--- src/rtl/rr_mux_pkg.sv ---
// Shared constants and helpers for the rr_mux valid/ready arbitrating multiplexer.
package rr_mux_pkg;

   localparam logic MODE_FIXED = 1'b0;
   localparam logic MODE_RR    = 1'b1;

   function automatic int unsigned ch_w(input int unsigned n);
      return (n <= 2) ? 1 : $clog2(n);
   endfunction

endpackage

--- src/rtl/rr_arbiter.sv ---
// Combinational arbiter: fixed priority from index 0, or round robin starting at ptr.
module rr_arbiter
   import rr_mux_pkg::*;
#(
   parameter int unsigned N_CH = 4,
   localparam int unsigned CH_W = ch_w(N_CH)
) (
   input  logic [N_CH-1:0] req,
   input  logic [CH_W-1:0] ptr,
   input  logic            mode,
   output logic [N_CH-1:0] grant,
   output logic [CH_W-1:0] gidx,
   output logic            any_grant
);

   logic [2*N_CH-1:0] dbl;
   int unsigned       start;

   // Two copies of req side by side: bits below start are masked off, so the
   // first hit at or above start is the wrapped round-robin winner.
   always_comb begin
      dbl       = {req, req};
      start     = (mode == MODE_RR) ? 32'(ptr) : 32'd0;
      gidx      = '0;
      any_grant = 1'b0;
      for (int unsigned k = 0; k < 2 * N_CH; k++) begin
         if (!any_grant && k >= start && dbl[k]) begin
            any_grant = 1'b1;
            gidx      = CH_W'(k % N_CH);
         end
      end
   end

   always_comb begin
      grant = '0;
      if (any_grant)
         grant[gidx] = 1'b1;
   end

endmodule

--- src/rtl/rr_mux.sv ---
// N-channel registered multiplexer with valid/ready on every port and fixed or round-robin arbitration.
module rr_mux
   import rr_mux_pkg::*;
#(
   parameter int unsigned N_CH  = 4,
   parameter int unsigned WIDTH = 8,
   localparam int unsigned CH_W = ch_w(N_CH)
) (
   input  logic                  clk,
   input  logic                  rst_n,
   input  logic                  mode,
   input  logic [N_CH*WIDTH-1:0] in_data,
   input  logic [N_CH-1:0]       in_valid,
   output logic [N_CH-1:0]       in_ready,
   output logic [WIDTH-1:0]      out_data,
   output logic [CH_W-1:0]       out_ch,
   output logic                  out_valid,
   input  logic                  out_ready
);

   logic [CH_W-1:0]  ptr;
   logic [N_CH-1:0]  grant;
   logic [CH_W-1:0]  gidx;
   logic             any_grant;
   logic             load_en;
   logic [WIDTH-1:0] sel_data;
   logic [CH_W-1:0]  ptr_next;

   rr_arbiter #(.N_CH(N_CH)) u_arb (
      .req       (in_valid),
      .ptr       (ptr),
      .mode      (mode),
      .grant     (grant),
      .gidx      (gidx),
      .any_grant (any_grant)
   );

   always_comb begin
      load_en  = !out_valid || out_ready;
      // rst_n gate keeps every in_ready low while reset is held.
      in_ready = (load_en && rst_n) ? grant : '0;
      sel_data = in_data[32'(gidx)*WIDTH +: WIDTH];
      ptr_next = (gidx == CH_W'(N_CH - 1)) ? '0 : gidx + 1'b1;
   end

   always_ff @(posedge clk or negedge rst_n) begin
      if (!rst_n) begin
         out_valid <= 1'b0;
         out_data  <= '0;
         out_ch    <= '0;
         ptr       <= '0;
      end else if (load_en) begin
         if (any_grant) begin
            out_data  <= sel_data;
            out_ch    <= gidx;
            out_valid <= 1'b1;
            if (mode == MODE_RR)
               ptr <= ptr_next;
         end else begin
            out_valid <= 1'b0;
         end
      end
   end

endmodule

--- config.mk ---
export PLATFORM = sky130hd
export DESIGN_NAME = rr_mux
export DESIGN_NICKNAME = d
export VERILOG_FILES = /design/src/rtl/rr_mux_pkg.sv /design/src/rtl/rr_arbiter.sv /design/src/rtl/rr_mux.sv
export SDC_FILE = /design/constraint.sdc
export NUM_CORES = 1
export LEC_CHECK = 0
export ABC_AREA = 1
export ABC_CLOCK_PERIOD_IN_PS = 3000
export CORE_UTILIZATION = 40
export DETAILED_ROUTE_END_ITERATION = 12
export MAX_ROUTING_LAYER = met4
export PLACE_DENSITY = 0.91
export SETUP_SLACK_MARGIN = 0.05
export SLEW_MARGIN = 30
export SYNTH_ARGS = -nofsm -noshare
export SYNTH_HDL_FRONTEND = slang
export SYNTH_SLANG_ARGS = --single-unit
--- constraint.sdc ---
create_clock -name clk -period 3 [get_ports clk]
set_input_delay 0.9 -clock clk [delete_from_list [all_inputs] [get_ports clk]]
set_output_delay 0.9 -clock clk [all_outputs]
set_load 0.1 [all_outputs]
Word-level counts from Yosys, hierarchy flattened

Index checks and enable logic that the tools add are counted.

$add $sub $neg: 1
$lt $le $gt $ge: 10
Eq/ne operators: 1
Shift operators: 1
Multiplexer cells: 22
Reductions and logical operators: 28

Operator list:

| cell                                                                         | number |
|---|---|
| 3-bit by 32-bit >= comparator with 1-bit output, first input constant        | 4 |
| 1-bit by 32-bit >= comparator with 1-bit output, first input constant        | 2 |
| 2-bit by 32-bit >= comparator with 1-bit output, first input constant        | 2 |
| 32-bit by 6-bit indexed part select with 8-bit output                        | 1 |
| 1-bit logical AND                                                            | 17 |
| 2-bit 2-to-1 mux                                                             | 8 |
| 1-bit 2-to-1 mux                                                             | 11 |
| 1-bit logical NOT                                                            | 8 |
| 4-bit 2-to-1 mux                                                             | 2 |
| 2-bit by 3-bit less-than comparator with 1-bit output, second input constant | 1 |
| 3-bit AND reduction                                                          | 1 |
| 2-bit by 1-bit adder with 2-bit output, second input constant                | 1 |
| 1-bit demux with 2-bit select                                                | 1 |
| 2-bit equality test, second input constant                                   | 1 |
| 2-bit by 1-bit >= comparator with 1-bit output, second input constant        | 1 |
| 2-bit AND reduction                                                          | 1 |
| 1-bit logical OR                                                             | 1 |

Register bits: 13
Bits of input ports: 40
Logic and storage cells: 67

Logic depth before layout (Yosys ltp)

Gate-level depths: netlist (run 1).

Word-level depth: 38
Gate-level depth with buffers: 13
Depth with buffers taken out: 12

Hierarchy

A second synthesis (run 1) with hierarchy kept.

Cells, all modules: 190
Area total of the unflattened synthesis: 1137.3 µm²

Modules (own cells, without submodules):

| module     | times used | cells an instance | area each (µm²) | seq. area each (µm²) |
|---|---|---|---|---|
| rr_mux     | 1          | 160               | 970.9           | 325.3 |
| rr_arbiter | 1          | 30                | 166.4           | 0.0 |

Least setup slack after synthesis (run 1)

No wires, ideal clock.

Kind: input to output
Start point: input port mode
End point: output port in_ready[2]
Data arrival time: 2431 ps
Required time: 2100 ps
Setup slack: -331 ps
Stages: 10
Path buffers: 1
Cell sequence: nand3_1 nand2_1 nand2_1 nor2_4 nand4_1 nand2_1 buf_2 ha_1 nand3_1 inv_1

Longest elaborated chain between the ends: 38
Elaborated cells between the ends (all ways): 53

Ends and longest elaborated chain:

| what                                                                                                                                          | RTL line         | text |
|---|---|---|
| start, declared                                                                                                                               | rr_mux.sv:11     | `input logic mode,` |
| 2-bit 2-to-1 mux *                                                                                                                            | rr_arbiter.sv:23 | `start = (mode == MODE_RR) ? 32'(ptr) : 32'd0;` |
| 1-bit by 32-bit >= comparator with 1-bit output                                                                                               | rr_arbiter.sv:27 | `if (!any_grant && k >= start && dbl[k]) begin` |
| 1-bit logical AND                                                                                                                             | rr_arbiter.sv:27 |  |
| 1-bit 2-to-1 mux                                                                                                                              | rr_arbiter.sv:27 |  |
| 1-bit logical NOT                                                                                                                             | rr_arbiter.sv:27 |  |
| 1-bit logical AND (2 in series)                                                                                                               | rr_arbiter.sv:27 |  |
| 1-bit 2-to-1 mux                                                                                                                              | rr_arbiter.sv:27 |  |
| 1-bit logical NOT                                                                                                                             | rr_arbiter.sv:27 |  |
| [... 22 more ...]                                                                                                                             | -                |  |
| 2-bit 2-to-1 mux *                                                                                                                            | rr_arbiter.sv:27 |  |
| named net gidx[1]                                                                                                                             | rr_mux.sv:23     | `logic [CH_W-1:0] gidx;` |
| 2-bit by 3-bit less-than comparator with 1-bit output (not written as such) or 2-bit by 1-bit >= comparator with 1-bit output (tied branches) | rr_arbiter.sv:37 | `grant[gidx] = 1'b1;` |
| 1-bit logical AND (not written as such)                                                                                                       | rr_arbiter.sv:37 |  |
| 1-bit 2-to-1 mux (not written as such)                                                                                                        | rr_arbiter.sv:37 |  |
| 1-bit demux with 2-bit select *                                                                                                               | -                |  |
| 4-bit 2-to-1 mux *                                                                                                                            | rr_arbiter.sv:36 | `if (any_grant)` |
| 4-bit 2-to-1 mux *                                                                                                                            | rr_mux.sv:41     | `in_ready = (load_en && rst_n) ? grant : '0;` |
| end, declared                                                                                                                                 | rr_mux.sv:14     | `output logic [N_CH-1:0] in_ready,` |

The timed path passes the listed nets; every way through them passes the cells marked *.

Final worst setup path (run 1)

Start point: input port mode
End point: output port in_ready[0]

Longest elaborated chain between the ends: 38
Elaborated cells between the ends (all ways): 53

Ends and longest elaborated chain:

| what                                                                                                                                          | RTL line |
|---|---|
| 2-bit 2-to-1 mux *                                                                                                                            | rr_arbiter.sv:23 |
| 1-bit by 32-bit >= comparator with 1-bit output                                                                                               | rr_arbiter.sv:27 |
| 1-bit logical AND                                                                                                                             | rr_arbiter.sv:27 |
| 1-bit 2-to-1 mux                                                                                                                              | rr_arbiter.sv:27 |
| 1-bit logical NOT                                                                                                                             | rr_arbiter.sv:27 |
| 1-bit logical AND (2 in series)                                                                                                               | rr_arbiter.sv:27 |
| 1-bit 2-to-1 mux                                                                                                                              | rr_arbiter.sv:27 |
| 1-bit logical NOT                                                                                                                             | rr_arbiter.sv:27 |
| [... 20 more ...]                                                                                                                             | - |
| 1-bit logical AND (2 in series)                                                                                                               | rr_arbiter.sv:27 |
| 2-bit 2-to-1 mux                                                                                                                              | rr_arbiter.sv:27 |
| 2-bit by 3-bit less-than comparator with 1-bit output (not written as such) or 2-bit by 1-bit >= comparator with 1-bit output (tied branches) | rr_arbiter.sv:37 |
| 1-bit logical AND (not written as such)                                                                                                       | rr_arbiter.sv:37 |
| 1-bit 2-to-1 mux (not written as such)                                                                                                        | rr_arbiter.sv:37 |
| 1-bit demux with 2-bit select                                                                                                                 | - |
| 4-bit 2-to-1 mux *                                                                                                                            | rr_arbiter.sv:36 |
| 4-bit 2-to-1 mux *                                                                                                                            | rr_mux.sv:41 |

Mark *: on every way between the ends. The rest lies on a longest branch, timed or not.

==> impl_results.md, run 1 <==
* Outcome: finished, violations left
* Failing checks: setup timing
* Max-cap violations at 0
* Die Y at 54.68 µm
* Slew @ Worst Pin at 407.6 ps
* # port buffers at 54
* Data arrival, critical path at 2240 ps
* Clk Latency, worst-skew pair at 300 ps
* Area leader, netlist: dfrtp_1
* Synthesized area at 1110 µm²
* Finished Cell Area at 2064 µm²
* RSZ-0062 raised after global routing: yes
* Initial Util at 0.4361
* Final hold vios at 0
* Number of synthesized register bits at 13
* Syn nets at 211
* Via/cell ratio at 4.924
* RD Place Congestion at 0.7999
* Final setup viols at 4
* TritonCTS clock tree: built
* Final Util at 0.8112
* Yosys warnings at 0
* Vias in the first global route at 1318
* Placed Instances at 267
* Fin Hold WS at 484.1 ps
* WL per Instance at 12.66 µm
* Area occupied by multi-input gates at 809.5 µm²
* Clock Pin Slew Worst Setup and Hold Paths at 80 ps
* First-pass GRT wire length at 5630 µm
* CP required at 2100 ps
* Final Skew at 14.56 ps
* Layout Cells excl Fill at 275
* Cell mode on critical path: nand3_4
* Max clock buf depth at 2
* CORE AREA at 2545 µm²
* Cells after synthesis at 167
* CTS Sinks at 13
* Remaining Overflow, GRT at 0
* Site Rows at 18
* Final ANT Viol Nets at 0
* Leakage power total at 0.001012 µW
* Max FO, Critical Path at 5
* Largest net degree at the start of global routing at 16
* Mux cell area share after synthesis at 0
* Startpoint class of the critical path: input pin
* CP Cell Sequence: buf_12 -> nand2_4 -> nand3_4 -> nand2_4 -> nor2_4 -> buf_6 -> nand3_4 -> nand2_8 -> inv_6 -> ha_4 -> nand3_4 -> clkinvlp_4 -> buf_12
* Worst hold stages at 2
* Final clock period utilization by the worst path at 1.045
* WS Path Type: input pin to primary output
* NumNets Final at 290
* Post-Syn Area per Cell at 6.646 µm²
* R2r setup slk at 850 ps
* Layout cells sized above 1 at 0.3551
* Slew margin rel. at 0.7280
* Commonest cells after routing, fill and taps aside: nand2_1 (56), buf_4 (36), clkdlybuf4s50_1 (34)
* Fillers at 163
* Commonest non-fill, non-tap cell in the layout: nand2_1
* Max IR drop VDD at 0.7422 mV
* Pre-antenna DRT Iters at 4
* Synth Area in Simple Gates at 0.5175
* Max-slew violation count at 0
* All-layer global routing usage at 0.2866
* Power Dens Cells at 571.0 nW/µm²
* FF+latch area at 325.3 µm²
* Synth top area share at 0.2931
* Complex-gate fraction of the synthesized area at 0.009019
* Antenna Cells at 0
* Sequential share of the synthesized area at 0.2931
* Remaining routing DRC violations at 0
* Xor-xnor portion of the synthesized cell area at 0
* Initial antenna violation count at 0
* Post-detail-place hpwl at 2511 µm
* Starting DRT DRC Count at 5
* CP max stage delay at 170 ps
* Post-Route Setup TNS at -493.0 ps
* Post-Route WL at 3482 µm
* Critical path capture point type: primary output
* Placed Area at 1902 µm²
* Number of CTS-inserted buffers at 3
* Worst Setup Slack, final at -135.8 ps
* Slowest CP cell: buf_12
* Post-synthesis adder-cell area fraction at 0.04510
* Min Tclk post-route at 3136 ps
* Io pins at 55
* Overall die width at 54.68 µm
* Area grow syn2layout at 86.02%
* Clk root buf: clkbuf_4
* Fmax at 0.3189 GHz
* Post-synth cell types at 22
* Hold Buf Count CTS at 0
* Largest family of logic cells by synthesized area: simple AND/OR/NAND/NOR gates
* Vias at 1354
* H-tree depth at 1
* Synth top area cells: dfrtp_1 (29%), nand2_1 (21%), nand3_1 (10%), inv_1 (8.1%), nand3b_1 (5.4%)
* Die ar. at 2989 µm²
* Hold WC Path Type: flip-flop to flip-flop
* Worst reg2reg path depth at 12
registers in the layout, summed over array words and instances, names as in the netlist:
register / count
out_valid: 1
ptr: 2
out_data: 8
out_ch: 2
through the flow:
stage / power (µW) / setup slack, ps
6_report: 1179 / -135.8
3_3_place_gp: 988.7 / -613.6
3_5_place_dp: 1003 / -688.4
4_1_cts: 1162 / -262.3
5_1_grt: 1239 / -201.7
2_1_floorplan: 782.4 / -168.3
power breakdown:
| part | switching [µW] | internal, µW |
|---|---|---|
| clock network | 67.0 | 51.8 |
| logic | 538 | 261 |
| registers | 41.7 | 220 |
logic make-up after synthesis:
| kind of cell | after synthesis |
|---|---|
| simple gates | 117 |
| fa+ha+maj | 4 |
| buf+inv | 31 |
| flops | 13 |
| compound gates | 2 |
synthesized netlist by cell type, drive strengths merged:
library cell   n
buf            7
dfrtp         13
ha             4
inv           24
nand2         72
nand3         25
nand3b         8
nand4          4
nor2           6
o21ai          2
or2            2
final timing paths:
kind                             startpoint           to
worst max-delay path                   mode  in_ready[0]
worst min-delay path            out_data[1]  out_data[1]
worst max register to register       ptr[1]       ptr[0]
worst min register to register  out_data[1]  out_data[1]
max in group asynchronous             rst_n  out_data[7]
min in group asynchronous             rst_n  out_data[5]
critical path, delay by kind of cell:
| family | cells | cell delay, ps |
|---|---|---|
| buffers and inverters | 5 | 540 |
| adder cells (fa/ha/maj) | 1 | 160 |
| AND/OR/NAND/NOR | 7 | 620 |
timing repair:
| action | CTS | global route |
|---|---|---|
| setup buffers | 5 | 0 |
| pin swaps | 8 | 11 |
| gates resized for setup | 27 | 15 |
| setup endpoints to repair | 4 | 4 |
final cells by class:
class	count	share of cell area
Multi-Input combinational cell	123	0.3921
Timing Repair Buffer	81	0.3648
Sequential cell	13	0.1576
Inverter	24	0.05455
Tap cell	30	0.01818
Clock buffer	4	0.01273
routing by layer:
layer / wire (µm) / global-route usage / share of wire
met4: 136 / 0.1667 / 0.039
met1: 1314 / 0.2864 / 0.38
met5: 0 / - / 0
met3: 167 / 0.04722 / 0.048
met2: 1864 / 0.5161 / 0.54
Power figures use the tool's default switching activity.
==> run 2, diff against run 1 <==
--- a/config.mk
+++ b/config.mk
@@ -6,11 +6,12 @@
 export NUM_CORES = 1
 export LEC_CHECK = 0
 export ABC_AREA = 1
-export ABC_CLOCK_PERIOD_IN_PS = 3000
-export CORE_UTILIZATION = 40
+export ABC_CLOCK_PERIOD_IN_PS = 3700
+export CORE_MARGIN = 10
+export CORE_UTILIZATION = 43
 export DETAILED_ROUTE_END_ITERATION = 12
 export MAX_ROUTING_LAYER = met4
-export PLACE_DENSITY = 0.91
+export PLACE_DENSITY = 0.95
 export SETUP_SLACK_MARGIN = 0.05
 export SLEW_MARGIN = 30
 export SYNTH_ARGS = -nofsm -noshare
==> constraint.sdc (replaced) <==
create_clock -name clk -period 3.7 [get_ports clk]
set_input_delay 1.11 -clock clk [delete_from_list [all_inputs] [get_ports clk]]
set_output_delay 1.11 -clock clk [all_outputs]
set_load 0.1 [all_outputs]
==> run 2 against run 1 <==
- combinational power is 23% lower
- largest cell class unchanged
- die area is 68% higher
- non-clock buffer count is 5 lower
- critical path type unchanged
- hold slack better by 19 ps
- the flow now finishes without violations
- sequential power is 21% lower
- flip-flop and latch count stayed put
- global-route usage is 15 points lower
- critical path depth is 2 lower
- core utilization is 2.9 points lower
- sequential share of layout area is 1.0 points higher
- via count is 4.2% lower
==> impl_results.md, run 2 (synthesized netlist as in run 1, its figures left out) <==
* Commonest non-fill, non-tap cell in the layout: nand2_1
* Starting DRT DRC Count at 56 (+51)
* Biggest regs: out_data: 8 flops, out_ch: 2 flops, ptr: 2 flops
* Clk root buf: clkbuf_4
* WS Path Type: input pin to primary output
* Slew @ Worst Pin at 451.5 ps (+43.94 ps)
* Leakage power total at 0.0009709 µW (-4.0%)
* TritonCTS clock tree: built
* Power Dens Cells at 469.7 nW/µm² (-18%)
* CORE AREA at 2477 µm² (-2.7%)
* Max FO, Critical Path at 3 (-2)
* Top sig layer: met4
* Max-slew violation count at 0 (unchanged)
* Die Y at 70.81 µm (+30%)
* Critical path capture point type: primary output
* Final ANT Viol Nets at 0 (unchanged)
* CTS Sinks at 13 (unchanged)
* Startpoint class of the critical path: input pin
* Clk Latency, worst-skew pair at 280 ps (-20 ps)
* Final hold vios at 0 (unchanged)
* Post-detail-place hpwl at 2833 µm (+13%)
* NumNets Final at 285 (-1.7%)
* Final clock period utilization by the worst path at 0.9691
* Hold WC Path Type: flip-flop to flip-flop
* WL per Instance at 13.40 µm (+5.9%)
* Via/cell ratio at 4.804 (-2.4%)
* RSZ-0062 raised after global routing: no
* Post-Route Setup TNS at 0 ps (+493.0 ps)
* Met2 wire len at 1765 µm (-5.3%)
* Max reg flops at 8 (unchanged)
* Die ar. at 5013 µm² (+68%)
* Max clock buf depth at 2 (unchanged)
* H-tree depth at 1 (unchanged)
* Max-cap violations at 0 (unchanged)
* Fmax at 0.2789 GHz
* Clock Pin Slew Worst Setup and Hold Paths at 90 ps (about the same)
* Placed Area at 1790 µm² (-5.9%)
* Layout cells sized above 1 at 0.3167 (-0.03844)
* Pre-antenna DRT Iters at 4 (unchanged)
* RD Place Congestion at 0.8571 (+7.2%)
* Remaining Overflow, GRT at 0 (unchanged)
* Initial antenna violation count at 0 (unchanged)
* Vias at 1297 (-4.2%)
* Power Total at 909.8 µW (-23%)
* Number of CTS-inserted buffers at 3 (unchanged)
* Area grow syn2layout at 74.52%
* Max IR drop VDD at 0.4721 mV (-36%)
* CP required at 2590 ps (+490 ps)
* Remaining routing DRC violations at 0 (unchanged)
* Worst reg2reg path depth at 12 (unchanged)
* R2r setup slk at 1590 ps (+740 ps)
* Area occupied by multi-input gates at 721.9 µm² (-11%)
* Worst hold stages at 2 (unchanged)
* First-pass GRT wire length at 5575 µm (-0.98%)
* Post-Route WL at 3619 µm (+3.9%)
* Min Tclk post-route at 3585 ps
* All-layer global routing usage at 0.1333 (-0.1532)
* R2R Path End: ptr[0]
* Io pins at 55 (unchanged)
* Site Rows at 18 (unchanged)
* Outcome: finished clean
* Antenna Cells at 0 (unchanged)
* Crit. Startpoint: in_valid[0]
* FF+latch area at 325.3 µm² (unchanged)
* Final setup viols at 0 (-4)
* Worst r2r src: ptr[1]
* Worst Setup Slack, final at 114.5 ps (+250.3 ps)
* Largest net degree at the start of global routing at 15 (-1)
* DR WL met3 at 322 µm (+93%)
* Vias in the first global route at 1307 (-0.83%)
* Hold Path End: out_data[3]
* Overall die width at 70.81 µm (+30%)
* Finished Cell Area at 1937 µm² (-6.2%)
* Final Skew at 7.482 ps (-7.078 ps)
* Post-Place Worst Slack at -338.5 ps (+349.9 ps)
* # port buffers at 54 (unchanged)
* Wire length on met1 at 1476 µm (+12%)
* Commonest cells after routing, fill and taps aside: nand2_1 (57), clkdlybuf4s50_1 (34), buf_4 (32)
* Slew margin rel. at 0.6979 (-0.03012)
* Initial Util at 0.4480 (+0.01189)
* Fillers at 174 (+6.7%)
* Data arrival, critical path at 2480 ps (+240 ps)
* Largest reg by FF count: out_data
* Worst min-delay path startpoint: out_data[3]
-- run 2: metrics by stage --
stage	utilization	cells	hold WS (ps)
after floorplan	-	167	463.0
after global placement	0.7227	262	465.6
after detailed placement	0.7227	262	473.3
after CTS	0.7535	268	497.7
after global routing	0.7818	270	525.4
final	0.7818	270	502.6
-- run 2: metal layers --
metal	track usage	up-vias
li1	-	665
met3	0.06416	8
met5	-	-
met2	0.2245	50
met1	0.1336	574
met4	0.04086	0
-- run 2: timing repair --
item | 4_1_cts | 5_1_grt
buffers inserted | 2 | 2
endpoints found under the setup margin | 4 | 4
hold buffers | 0 | 0
resized for setup | 20 | 15
pin swaps | 3 | 6
-- run 2: layout make-up --
| cell class | instances | share of cell area |
|---|---|---|
| repair buffers | 76 | 0.3721 |
| clock buffers | 4 | 0.01357 |
| flip-flops and latches | 13 | 0.1680 |
| inverters | 24 | 0.05426 |
| well taps | 30 | 0.01938 |
| multi-input cells | 123 | 0.3727 |
-- run 2: power breakdown --
part | switching (µW) | total, µW | internal, µW
clock network | 49.1 | 90.9 | 41.8
registers | 27.2 | 206 | 178
logic | 422 | 613 | 191
-- run 2: how the worst max path moves through the flow --
stage / slack (ps) / endpoint / depth (start not counted)
2_1_floorplan: 4 / in_ready[0] / 11
4_1_cts: 70 / in_ready[3] / 11
3_3_place_gp: -260 / in_ready[3] / 12
5_1_grt: 60 / in_ready[3] / 11
6_report: 110 / in_ready[3] / 11
3_5_place_dp: -340 / in_ready[3] / 12
-- run 2: critical path: stages --
cell and delay [ps]:
dlygate4sd2_1 250, nand3_2 90, nand2_2 60, nor2_4 130, nand4_1 120, nand2_2 100, buf_6 120, ha_4 120
nand3_2 90, clkinvlp_4 110, buf_12 170
==> RTL edit 1 (flow settings as in run 1) <==
Set the parameter `WIDTH` to 9 (it was 8).
--- a/src/rtl/rr_mux.sv
+++ b/src/rtl/rr_mux.sv
@@ -4,5 +4,5 @@
 #(
    parameter int unsigned N_CH  = 4,
-   parameter int unsigned WIDTH = 8,
+   parameter int unsigned WIDTH = 9,
    localparam int unsigned CH_W = ch_w(N_CH)
 ) (
Ports: changed (resized in_data and out_data); port bits go from 55 to 60. No check against the original RTL was run, so the function may have changed too.
==> RTL edit 1 against run 1 <==
The flow still finishes with violations (negative setup slack); sequential cell count up 1; power increased by 8.0%; global-route usage decreased by 2.7 points; cell count up 8.0%; routed wire length grew 18%; setup slack worse by 61 ps; final area up 5.4%; area after synthesis increased by 3.7%.
==> RTL edit 1: results (changes against run 1) <==
stage;metric;value;unit;change
status;outcome;finished, violations left;;unchanged
status;violations;negative setup slack;;unchanged
global_routing;met1_usage;30.5;%;was 28.6%
sta;setup_violations;4;;unchanged
min_path;min_to;out_data[6];;was out_data[1]
layout;drive_gt1_share;31.2;%;was 35.5%
yosys;ys_top_cells_by_area;dfrtp_1 30%, nand2_1 27%, nand3_1 11%, inv_1 7.5%, nand3b_1 5.9%;;was dfrtp_1 29%, nand2_1 21%, nand3_1 10%, inv_1 8.1%, nand3b_1 5.4%
pwr;leakagePower;1.09;nW;was 1.01 nW
global_routing;first_global_vias;1395;;was 1318
placement;dpl_cell_area;0.00199;mm2;was 0.00190 mm2
placement;place_inst;285;;was 267
placement;pre_cts_slack;-679;ps;was -688 ps
sta;whs;489;ps;was 484 ps
setup_path;worstPathArrival;2300;ps;was 2240 ps
route;wire_per_inst;13.8;um;was 12.7 um
sta;finalWorstSetupSlack;-197;ps;was -136 ps
route;vias;1509;;was 1354
yosys;yosysSeqAreaShare;30.4;%;was 29.3%
global_routing;grt_pass1_wl;6.13;mm;was 5.63 mm
yosys;syn-instance-count;182;;was 167
layout;reg_top3;out_data x9, out_ch x2, ptr x2;;was out_data x8, out_ch x2, ptr x2
pwr;power_frac_clock;11.1;%;was 10.1%
clock_tree;cts_setup_buffers;6;;was 5
setup_path;regToRegSetupSlack;810;ps;was 850 ps
route;dr_wl_met2;2.12;mm;was 1.86 mm
route;detail_route.iter0.violations;28;;was 5
min_path;worst_hold_startpoint;out_data[6];;was out_data[1]
route;m1WireLength;1.59;mm;was 1.31 mm
route;totalWireLength;4.11;mm;was 3.48 mm
route;wl_met3;250;um;was 167 um
setup_path;r2r_cells;13;;was 12
placement;routabilityCongestion;0.806;;was 0.800
RTL edit 1: changes by cell type after synthesis, sizes merged:
cell | before | now
nand3b | 8 | 9
or2 | 2 | 1
nand3 | 25 | 27
dfrtp | 13 | 14
nand4 | 4 | 3
nand2 | 72 | 85
RTL edit 1: cell families (layout without fill, tap and decap cells):
| family | after synthesis | count (layout) | synth area share, % |
|---|---|---|---|
| AOI/OAI and AO/OA | 2 | 2 | 0.869 |
| adders and majority gates | 4 | 4 | 4.35 |
| buffers and inverters | 31 | 115 | 11.5 |
| DFF | 14 | 14 | 30.4 |
| and+or+nand+nor | 131 | 131 | 52.8 |
RTL edit 1: worst max-delay path, delay by kind of cell:
family	cells	cell delay (ps)
buffers and inverters	5	530
adders and majority gates	1	150
and+or+nand+nor	7	700
RTL edit 1: cell type report:
class	instances	area, um2	area share (%)
clock buffers	4	36.3	1.67
inverters	24	115	5.29
multi-input cells	137	827	38.0
repair buffers	87	808	37.1
well taps	31	38.8	1.78
flip-flops and latches	14	350	16.1
==> RTL edit 2 (settings of run 1) <==
Without the edit above. Add an input register stage for `mode`; this delays it by one clock. The other inputs are not delayed to match.
--- a/src/rtl/rr_mux.sv
+++ b/src/rtl/rr_mux.sv
@@ -19,4 +19,10 @@
 );
 
+   logic mode_q;
+
+   always_ff @(posedge clk) begin
+      mode_q <= mode;
+   end
+
    logic [CH_W-1:0]  ptr;
    logic [N_CH-1:0]  grant;
@@ -30,5 +36,5 @@
       .req       (in_valid),
       .ptr       (ptr),
-      .mode      (mode),
+      .mode      (mode_q),
       .grant     (grant),
       .gidx      (gidx),
@@ -55,5 +61,5 @@
             out_ch    <= gidx;
             out_valid <= 1'b1;
-            if (mode == MODE_RR)
+            if (mode_q == MODE_RR)
                ptr <= ptr_next;
          end else begin
Check against the original RTL: not equivalent (a bounded check fails within 4 cycles, from zero or initial values and one cycle with rst_n low).
==> RTL edit 2 against run 1 <==
The flow still finishes with violations (negative setup slack); clock power rose by 18%; hold slack improved by 6.3 ps; power rose by 3.4%; area after synthesis rose by 5.1%; setup slack improved by 72 ps; final area rose by 3.2%; synthesized cell count rose by 1.8%; sequential cell count rose by 1; routed wire length rose by 0.52%.
==> RTL edit 2: results (changes against run 1) <==
stage;metric;value;unit;change
global_routing;globalRouteMet3Util;4.65;%;was 4.72%
status;outcome;finished, violations left;;unchanged
setup_path;timing.rr.start;mode_q;;was ptr[1]
status;violations;negative setup slack;;unchanged
yosys;synthTopCellsByCount;63 x nand2_1, 23 x nand3_1, 21 x inv_1;;was 63 x nand2_1, 24 x inv_1, 23 x nand3_1
global_routing;grt_util_met2;43.4;%;was 51.6%
route;detail_route.iter0.violations;45;;was 5
sta;setup_tns;-235;ps;was -493 ps
route;wire_per_inst;12.5;um;was 12.7 um
global_routing;met1_usage;26.6;%;was 28.6%
sta;finalWorstSetupSlack;-63.6;ps;was -136 ps
clock_tree;cts_buffer_depth;2;;unchanged
yosys;async_flop_share;92.9;%;was 100%
layout;antennaDiodeCount;0;;unchanged
placement;routabilityCongestion;0.773;;was 0.800
yosys;ys_types;24;;was 22
global_routing;grtUsageTotal;24.6;%;was 28.7%
setup_path;slowest_stage;nand2_2;;was buf_12
layout;drive_gt1_share;35.2;%;was 35.5%
placement;dpl_cell_area;0.00189;mm2;was 0.00190 mm2
sta;relSlewSlack;77.9;%;was 72.8%
route;vias;1377;;was 1354
setup_path;regToRegSetupSlack;890;ps;was 850 ps
layout;layout.nets;295;;was 290
yosys;syn_nets;214;;was 211
yosys;yosysSeqAreaShare;29.6;%;was 29.3%
sta;setup_violations;4;;unchanged
sta;whs;490;ps;was 484 ps
global_routing;grt_pass1_wl;5.79;mm;was 5.63 mm
placement;dpl.hpwl;2.36;mm;was 2.51 mm
setup_path;cp_max_fo;4;;was 5
yosys;ys_top_cells_by_area;dfrtp_1 28%, nand2_1 20%, nand3_1 9.9%, inv_1 6.8%, nand2_2 6.4%;;was dfrtp_1 29%, nand2_1 21%, nand3_1 10%, inv_1 8.1%, nand3b_1 5.4%
pwr;peakVddDrop;473;uV;was 742 uV
RTL edit 2: cell count changes in the layout (fill, tap and decap cells not counted), sizes merged:
cell / before / now
dfxtp: 0 / 1
clkbuf: 8 / 4
clkdlybuf4s50: 34 / 35
or2: 2 / 1
buf: 43 / 48
nand4: 4 / 3
clkinv: 0 / 1
inv: 20 / 18
nand2: 72 / 77
RTL edit 2: cell type report:
class,instances,area (um2)
repair buffers,83,803
multi-input cells,126,796
fillers,199,627
inverters,23,111
clock buffers,4,36.3
flip-flops and latches,14,345
well taps,31,38.8
RTL edit 2: metrics by stage:
stage | instances | utilization, %
2_1_floorplan | 170 | -
3_3_place_gp | 265 | 68.7
3_5_place_dp | 265 | 68.7
4_1_cts | 279 | 76.1
5_1_grt | 281 | 77.3
6_report | 281 | 77.3
RTL edit 2: worst max path at each step:
| stage | startpoint | end | cells past startpoint |
|---|---|---|---|
| detailed placement | in_valid[0] | in_ready[1] | 11 |
| global route | in_valid[0] | in_ready[1] | 11 |
| CTS | in_valid[2] | in_ready[1] | 11 |
| floorplan | in_valid[0] | in_ready[0] | 10 |
| finish | in_valid[0] | in_ready[3] | 11 |
| global placement | in_valid[0] | in_ready[1] | 11 |
RTL edit 2: cell families (layout without fill, tap and decap cells):
logic type / after synthesis / in the layout / share of synthesized area [%]
buf+inv: 30 / 110 / 13.2
flops: 14 / 14 / 29.6
simple gates: 120 / 120 / 52.0
fa+ha+maj: 4 / 4 / 4.29
compound gates: 2 / 2 / 0.858
RTL edit 2: layer usage:
layer	routed length (um)	part of all wire, %
met5	0	0
met1	1390	40
met4	118	3.4
met3	199	5.7
met2	1790	51
RTL edit 2: tightest hold or removal path, stage by stage, from the launching register on:
cell	delay, ps
dfrtp_1	350
nand2_1	50
nand2_1	60
RTL edit 2: repair_timing:
action                     in CTS  in global routing
setup buffers                  10                  2
pin swaps                      12                  4
setup endpoints to repair       4                  4
resized for setup              36                  3
RTL edit 2: power by group:
part | internal (mW) | switching [mW] | total [mW]
Combinational | 0.271 | 0.543 | 0.814
Clock | 0.0741 | 0.0674 | 0.141
Sequential | 0.234 | 0.0304 | 0.264
